[src/rtl/fifo_rd_streamer.sv]
// fifo_rd_streamer: FIFO drain stage with 2-entry skid buffer, burst framing and sticky underflow flag.
// Optional FIFO_RD_STREAMER_PARITY_EN adds m_parity = ^m_data carried alongside each skid entry.
module fifo_rd_streamer #(
  parameter int FIFO_WIDTH = 16,
  parameter int BURST_LEN = 4,
  localparam int CW = $clog2(BURST_LEN + 1)
) (
  input  logic                  clk,
  input  logic                  rst,
  input  logic                  fifo_empty,
  input  logic [FIFO_WIDTH-1:0] fifo_data_out,
  input  logic                  fifo_underflow,
  output logic                  fifo_rd_en,
  output logic                  m_valid,
  input  logic                  m_ready,
  output logic [FIFO_WIDTH-1:0] m_data,
`ifdef FIFO_RD_STREAMER_PARITY_EN
  output logic                  m_parity,
`endif
  output logic                  m_last,
  output logic [CW-1:0]         burst_cnt,
  output logic                  underflow_err
);
  logic [1:0] occ_q, occ_d, wr_pos;
  logic inflight_q, pop, err_q, err_d;
  logic [2:0] credit;
  logic [FIFO_WIDTH-1:0] e0_q, e0_d, e1_q, e1_d;
  logic [CW-1:0] cnt_q, cnt_d;
`ifdef FIFO_RD_STREAMER_PARITY_EN
  logic p0_q, p0_d, p1_q, p1_d;
  assign m_parity = p0_q;
`endif
  assign m_valid = occ_q != 2'd0;
  assign m_data = e0_q;
  assign m_last = m_valid && cnt_q == CW'(BURST_LEN - 1);
  assign burst_cnt = cnt_q;
  assign underflow_err = err_q;
  // Credits count both stored words and the word already requested, so the skid never overflows.
  always_comb begin
    pop = m_valid && m_ready;
    credit = {1'b0, occ_q} + {2'b0, inflight_q} - {2'b0, pop};
    fifo_rd_en = !rst && !fifo_empty && credit < 3'd2;
    wr_pos = occ_q - {1'b0, pop};
    e0_d = (inflight_q && wr_pos == 2'd0) ? fifo_data_out : pop ? e1_q : e0_q;
    e1_d = (inflight_q && wr_pos == 2'd1) ? fifo_data_out : e1_q;
`ifdef FIFO_RD_STREAMER_PARITY_EN
    p0_d = (inflight_q && wr_pos == 2'd0) ? ^fifo_data_out : pop ? p1_q : p0_q;
    p1_d = (inflight_q && wr_pos == 2'd1) ? ^fifo_data_out : p1_q;
`endif
    occ_d = occ_q + {1'b0, inflight_q} - {1'b0, pop};
    cnt_d = pop ? (m_last ? '0 : cnt_q + CW'(1)) : cnt_q;
    err_d = err_q | fifo_underflow;
  end
  always_ff @(posedge clk) begin
    if (rst) begin
      occ_q <= '0;
      inflight_q <= 1'b0;
      e0_q <= '0;
      e1_q <= '0;
      cnt_q <= '0;
      err_q <= 1'b0;
`ifdef FIFO_RD_STREAMER_PARITY_EN
      p0_q <= 1'b0;
      p1_q <= 1'b0;
`endif
    end else begin
      occ_q <= occ_d;
      inflight_q <= fifo_rd_en;
      e0_q <= e0_d;
      e1_q <= e1_d;
      cnt_q <= cnt_d;
      err_q <= err_d;
`ifdef FIFO_RD_STREAMER_PARITY_EN
      p0_q <= p0_d;
      p1_q <= p1_d;
`endif
    end
  end
endmodule
[config.mk]
export PLATFORM = sky130hd
export DESIGN_NAME = fifo_rd_streamer
export DESIGN_NICKNAME = d
export VERILOG_FILES = /design/src/rtl/fifo_rd_streamer.sv
export SDC_FILE = /design/constraint.sdc
export NUM_CORES = 1
export LEC_CHECK = 0
export CORE_UTILIZATION = 35
export CTS_BUF_LIST = sky130_fd_sc_hd__clkbuf_8 sky130_fd_sc_hd__clkbuf_16
export DETAILED_ROUTE_END_ITERATION = 12
export SLEW_MARGIN = 20
export SYNTH_ARGS = -nofsm -noshare
export SYNTH_HDL_FRONTEND = slang
export SYNTH_SLANG_ARGS = --single-unit
[constraint.sdc]
create_clock -name clk -period 5 [get_ports clk]
set_clock_uncertainty 0.1 [all_clocks]
set_input_delay 1.5 -clock clk [delete_from_list [all_inputs] [get_ports clk]]
set_output_delay 1.5 -clock clk [all_outputs]
set_load 0.01 [all_outputs]
==> flow_summary.json, run 1 <==
{
  "status": "finished clean",
  "wl_microns": 4162,
  "synth_cell_types": 26,
  "yosysMostFrequentCell": "dfxtp_1",
  "cts_tree": "built",
  "dp.final_hpwl_microns": 2652,
  "io_pins": 44,
  "power.total_w": 0.001287,
  "synthesis.nets": 230,
  "routed-via-count": 1543,
  "holdPathStages": 2,
  "relSlewSlack": 0.4402,
  "yosysSeqAreaShare": 0.4391,
  "seqCellArea_sq_um": 780.7,
  "grt_first_pass_wirelength_microns": 6906,
  "cpMostUsedCell": "ha_1",
  "placedCellCount": 302,
  "stdcell_area_sq_um": 2377,
  "drtPass1Iterations": 4,
  "post_cts_buffers": 0,
  "final_cells": 310,
  "synth_top_area_frac": 0.4391,
  "clk_latency_ps": 290,
  "fin_crit_ps": 4909,
  "io_buffers": 43,
  "numCtsBuffers": 5,
  "p_leak_nw": 0.7797,
  "max_slew.worst_pin.slew_ps": 835.6,
  "synth_area_sq_um": 1778,
  "async_flop_share": 0,
  "antenna_found_initial": 0,
  "ant_nets": 0,
  "cp.required_ps": 3400,
  "synth_commonest_cells": "dfxtp_1 (39), nand2_1 (36), a21oi_1 (20), nand3_1 (17), nor3_1 (16)",
  "start_util": 0.3691,
  "clockBufferDepth": 2,
  "setup_violations": 0,
  "areaGrowthSynthToFinish_pct": 33.71,
  "syn_area_per_cell_sq_um": 8.715,
  "hold_slack_ps": 364.7,
  "synthTopCellsByArea": "dfxtp_1 (44%), a311oi_2 (8.4%), nand2_1 (7.6%), a21oi_1 (5.6%), nand3_1 (4.8%)",
  "diodes": 0,
  "grt_util_all_layers": 0.1685,
  "core-area_sq_um": 4817,
  "rows": 25,
  "cp_cell_sequence": "dlygate4sd2_1, o21ai_4, inv_2, ha_1, inv_1, ha_1, fa_1, nor4_2, buf_2",
  "synth-edff-count": 0,
  "die-area_sq_um": 5369,
  "drive_above_1_share": 0.1235,
  "die_y_microns": 73.28,
  "crit_arrival_ps": 3310,
  "post-route-util": 0.4935,
  "cpPeakStageDelay_ps": 510,
  "synth-warning-count": 0,
  "avgRoutedWirePerCell_microns": 13.43,
  "first_global_vias": 1468,
  "path_clk_slew_ps": 80,
  "gp_congestion": 0.7065,
  "synth-main-ff-cell": "dfxtp_1",
  "fillers": 489,
  "period_share": 0.9819,
  "path_max_fanout": 3,
  "first_iter_violations": 72,
  "clock-sinks": 39,
  "r2r_end": "m_data[4]",
  "r2r_slack_ps": 2010,
  "yosysTopAreaCell": "dfxtp_1",
  "powerDensity_nw_per_um2": 541.3,
  "viasPerCell": 4.977,
  "cpMaxStageDelayCell": "fa_1",
  "slew_violations": 0,
  "synth_seq_cells": 39,
  "vdd_drop_max_mv": 0.3727,
  "holdBufCountCts": 0,
  "rsz0062_at_grt": "false",
  "start_kind": "primary input",
  "cts_max_level": 2,
  "timing.fmax_ghz": 0.2037,
  "syn_inst": 204,
  "globalRouteOverflowTotal": 0,
  "end_kind": "primary output",
  "cap_viol_max_count": 0,
  "grt_max_degree": 40,
  "placed_area_sq_um": 2241,
  "min-delay-start": "burst_cnt[2]",
  "worstSetupPathType": "in2out",
  "r2r_start": "occ_q[1]",
  "drc_errors": 0,
  "finalHoldViolations": 0,
  "multiInputGateArea_sq_um": 892.1,
  "ff2ff_path_depth": 7,
  "fp.dieW_microns": 73.28,
  "fin_nets": 268,
  "min_path_type": "reg2reg",
  "min_delay_worst_endpoint": "burst_cnt[2]",
  "cts_root_buf": "clkbuf_8"
}
## metrics by stage
step | setup WS [ps] | setup TNS (ps)
2_1_floorplan | 244.4 | 0
3_3_place_gp | -445.7 | -445.7
3_5_place_dp | -455.1 | -455.1
4_1_cts | 73.52 | 0
5_1_grt | 8.485 | 0
6_report | 90.71 | 0
## placed cells by master, fill, tap and decap left out, types with 2 or more instances in the layout
cell type,count
clkdlybuf4s50_1,41
dfxtp_1,39
nand2_1,36
a21oi_1,20
nand3_1,17
nor3_1,16
o21ai_1,11
a311oi_2,10
a311oi_1,6
inv_1,5
o21ai_0,5
clkbuf_8,5
buf_4,5
ha_1,4
nand2b_1,3
nor2b_1,3
nor2_1,2
bufinv_16,2
## final cells by class
class | instances | area share
multi-input combinational | 142 | 0.3753
timing repair buffer | 48 | 0.1942
tap | 67 | 0.03526
clock buffer | 5 | 0.02895
sequential | 39 | 0.3284
inverter | 6 | 0.009474
clock inverter | 3 | 0.02842
## worst max path at each step
| stage | start | depth (start not counted) | end |
|---|---|---|---|
| floorplan | m_ready | 8 | fifo_rd_en |
| global placement | m_ready | 9 | fifo_rd_en |
| detailed placement | m_ready | 9 | fifo_rd_en |
| CTS | m_ready | 9 | fifo_rd_en |
| global route | m_ready | 9 | fifo_rd_en |
| finish | m_ready | 9 | fifo_rd_en |
## where the power goes
part / total (W) / switching (W) / leakage [nW] / internal (W)
Clock: 0.000314 / 0.000115 / 0.0644 / 0.000199
Sequential: 0.000428 / 0.0000475 / 0.317 / 0.000381
Combinational: 0.000544 / 0.000311 / 0.399 / 0.000233
Total: 0.00129 / 0.000474 / 0.780 / 0.000813
## timing repair
item | CTS | global route
resized for setup | 7 | 0
endpoints found under the setup margin | 1 | 0
hold endpoints to repair | 0 | 0
## per-layer routing
layer  up-vias  track usage  share of wire
li1        798            -              -
met3         5      0.04801          0.037
met4         0      0.05011          0.012
met5         -            0              0
met1       705       0.2201           0.49
met2        35       0.2695           0.46
## cell families after synthesis
kind of cell    share of synthesized area
fa+ha+maj                         0.03941
simple gates                       0.2111
xor+xnor                          0.02323
flops                              0.4391
compound gates                     0.2245
buf+inv                           0.06263
## sequential cells by signal, summed over array words and instances (netlist names)
name	cells
burst_cnt	3
e1_q	16
inflight_q	1
m_data	16
occ_q	2
underflow_err	1
## worst max-delay path: cells and delay by family
kind	cells	cell delay [ps]
buffers and inverters	4	520
adders and majority gates	3	960
AOI/OAI and AO/OA	1	60
and+or+nand+nor	1	280
Note: power is estimated with default switching activity, not from simulation.
==> run 2: changes to the inputs <==
--- a/config.mk
+++ b/config.mk
@@ -5,9 +5,10 @@
 export SDC_FILE = /design/constraint.sdc
 export NUM_CORES = 1
 export LEC_CHECK = 0
-export CORE_UTILIZATION = 35
+export CORE_UTILIZATION = 40
 export CTS_BUF_LIST = sky130_fd_sc_hd__clkbuf_8 sky130_fd_sc_hd__clkbuf_16
 export DETAILED_ROUTE_END_ITERATION = 12
+export PLACE_DENSITY = 0.67
 export SLEW_MARGIN = 20
 export SYNTH_ARGS = -nofsm -noshare
 export SYNTH_HDL_FRONTEND = slang
==> run 2 against run 1 <==
  * Worst setup slack improved by 18 ps
  * Critical path depth up 1
  * Critical path type unchanged
  * Hold slack worse by 7.6 ps
  * Global-route usage increased by 2.1 points
==> flow_summary.json, run 2 (synthesis gave the netlist of run 1 again) <==
{
  "cts_root_buf": "clkbuf_8",
  "rsz0062_at_grt": "false",
  "grt_max_degree": 40,
  "cpMostUsedCell": "ha_1",
  "fp.dieW_microns": 68.67,
  "drc_errors": 0,
  "numCtsBuffers": 5,
  "maxUsedRoutingLayer": "met4",
  "antenna_found_initial": 0,
  "p_leak_nw": 0.7615,
  "start_kind": "primary input",
  "core-area_sq_um": 4144,
  "diodes": 0,
  "status": "finished clean",
  "path_buf_inv": 4,
  "areaGrowthSynthToFinish_pct": 28.99,
  "gp_congestion": 0.7246,
  "wl_met3_microns": 251,
  "stdcell_area_sq_um": 2293,
  "finalHoldViolations": 0,
  "max_slew.worst_pin.slew_ps": 846.7,
  "cts_max_level": 2,
  "io_buffers": 43,
  "end_kind": "primary output",
  "vdd_drop_max_mv": 0.3587,
  "relSlewSlack": 0.4328,
  "ant_nets": 0,
  "layout_commonest_cell": "clkdlybuf4s50_1",
  "post-route-util": 0.5534,
  "wl_met1_microns": 2052,
  "io_pins": 44,
  "globalRouteOverflowTotal": 0,
  "crit_arrival_ps": 3290,
  "clockBufferDepth": 2,
  "cts_tree": "built",
  "cap_viol_max_count": 0,
  "setup_violations": 0,
  "avgRoutedWirePerCell_microns": 14.24,
  "die-area_sq_um": 4716,
  "clk_latency_ps": 290,
  "grt_util_all_layers": 0.1896,
  "min_path_type": "reg2reg",
  "cp_cell_sequence": "dlygate4sd2_1, o21ai_4, inv_2, ha_1, inv_1, ha_1, fa_1, xnor2_1, nor4_1, buf_2",
  "slew_violations": 0,
  "first_iter_violations": 138,
  "cp_top_family": "adder cells",
  "path_max_fanout": 2,
  "die_y_microns": 68.67,
  "crit_path_start": "m_ready",
  "powerDensity_nw_per_um2": 511.8,
  "dp.final_hpwl_microns": 2481,
  "grt_first_pass_wirelength_microns": 6596,
  "period_share": 0.9782,
  "cpPeakStageDelay_ps": 370,
  "fin_nets": 269,
  "routed-via-count": 1593,
  "final_cell_mix": "clkdlybuf4s50_1 (41), dfxtp_1 (39), nand2_1 (36), a21oi_1 (20), nand3_1 (17)",
  "placed_area_sq_um": 2227,
  "path_clk_slew_ps": 70,
  "first_global_vias": 1417,
  "timing.fmax_ghz": 0.2044,
  "cp.required_ps": 3400,
  "rows": 23,
  "seqCellArea_sq_um": 780.7,
  "cpMaxStageDelayCell": "fa_1",
  "start_util": 0.4290,
  "drive_above_1_share": 0.1116,
  "fillers": 390,
  "wl_met2_microns": 1813,
  "multiInputGateArea_sq_um": 885.9,
  "wl_microns": 4159,
  "drtPass1Iterations": 4,
  "clock-sinks": 39,
  "fin_crit_ps": 4891,
  "r2r_start": "occ_q[1]",
  "min-delay-start": "burst_cnt[2]",
  "worstSetupPathType": "in2out",
  "viasPerCell": 5.455
}
==> run 2: worst register-to-register path: stages, from the launching register on <==
cell and delay (ps):
dfxtp_1 430, o21ai_4 200, inv_2 50, buf_4 200, ha_1 280, xnor2_2 710, nand3_2 570, a311oi_1 410
==> run 2: metrics by stage <==
step	total power [W]	setup slack [ps]	cells	hold WS [ps]	TNS, ps
final	0.001174	108.8	292	357.1	0
after global routing	0.001254	36.93	292	393.5	0
after CTS	0.001179	91.19	292	361.3	0
after detailed placement	0.0009893	-470.0	286	351.0	-470.0
after global placement	0.0009815	-414.2	286	351.7	-414.2
after floorplan	0.0007852	244.4	204	354.1	0
==> run 2: area by class of cell <==
cell class	count	area share
clock inverter	1	0.001637
sequential	39	0.3404
inverter	6	0.009820
tap	50	0.02728
multi-input combinational	142	0.3863
clock buffer	5	0.03001
timing repair buffer	49	0.2046
==> run 2: per-layer routing <==
layer | up-vias | track usage
met5 | - | 0
met2 | 56 | 0.2880
met1 | 734 | 0.2624
met4 | 0 | 0.07031
met3 | 5 | 0.03947
li1 | 798 | -
==> run 2: timing repair <==
action	in CTS	in global routing
buffers inserted	0	0
endpoints found under the setup margin	1	0
gates resized for setup	6	0
hold buffers	0	0
==> run 2: worst paths after layout <==
check             cells past startpoint  slack [ps]            to
hold reg to reg                       2         360  burst_cnt[2]
setup / recovery                     10         110    fifo_rd_en
setup reg to reg                      7        1970     m_data[8]
hold / removal                        2         360  burst_cnt[2]
==> run 2: where the power goes <==
| group | switching, W | total, W | leakage, nW | internal [W] |
|---|---|---|---|---|
| Combinational | 0.000313 | 0.000552 | 0.403 | 0.000239 |
| Clock | 0.000103 | 0.000194 | 0.0413 | 0.0000910 |
| Sequential | 0.0000464 | 0.000427 | 0.317 | 0.000381 |
| Total | 0.000463 | 0.00117 | 0.761 | 0.000711 |
==> run 3: changes to the inputs <==
--- a/config.mk
+++ b/config.mk
@@ -9,7 +9,6 @@
 export CTS_BUF_LIST = sky130_fd_sc_hd__clkbuf_8 sky130_fd_sc_hd__clkbuf_16
 export DETAILED_ROUTE_END_ITERATION = 12
 export PLACE_DENSITY = 0.67
-export SLEW_MARGIN = 20
 export SYNTH_ARGS = -nofsm -noshare
 export SYNTH_HDL_FRONTEND = slang
 export SYNTH_SLANG_ARGS = --single-unit
==> results of run 3 <==
Final layout, timing and power as in run 2 (identical DEF).
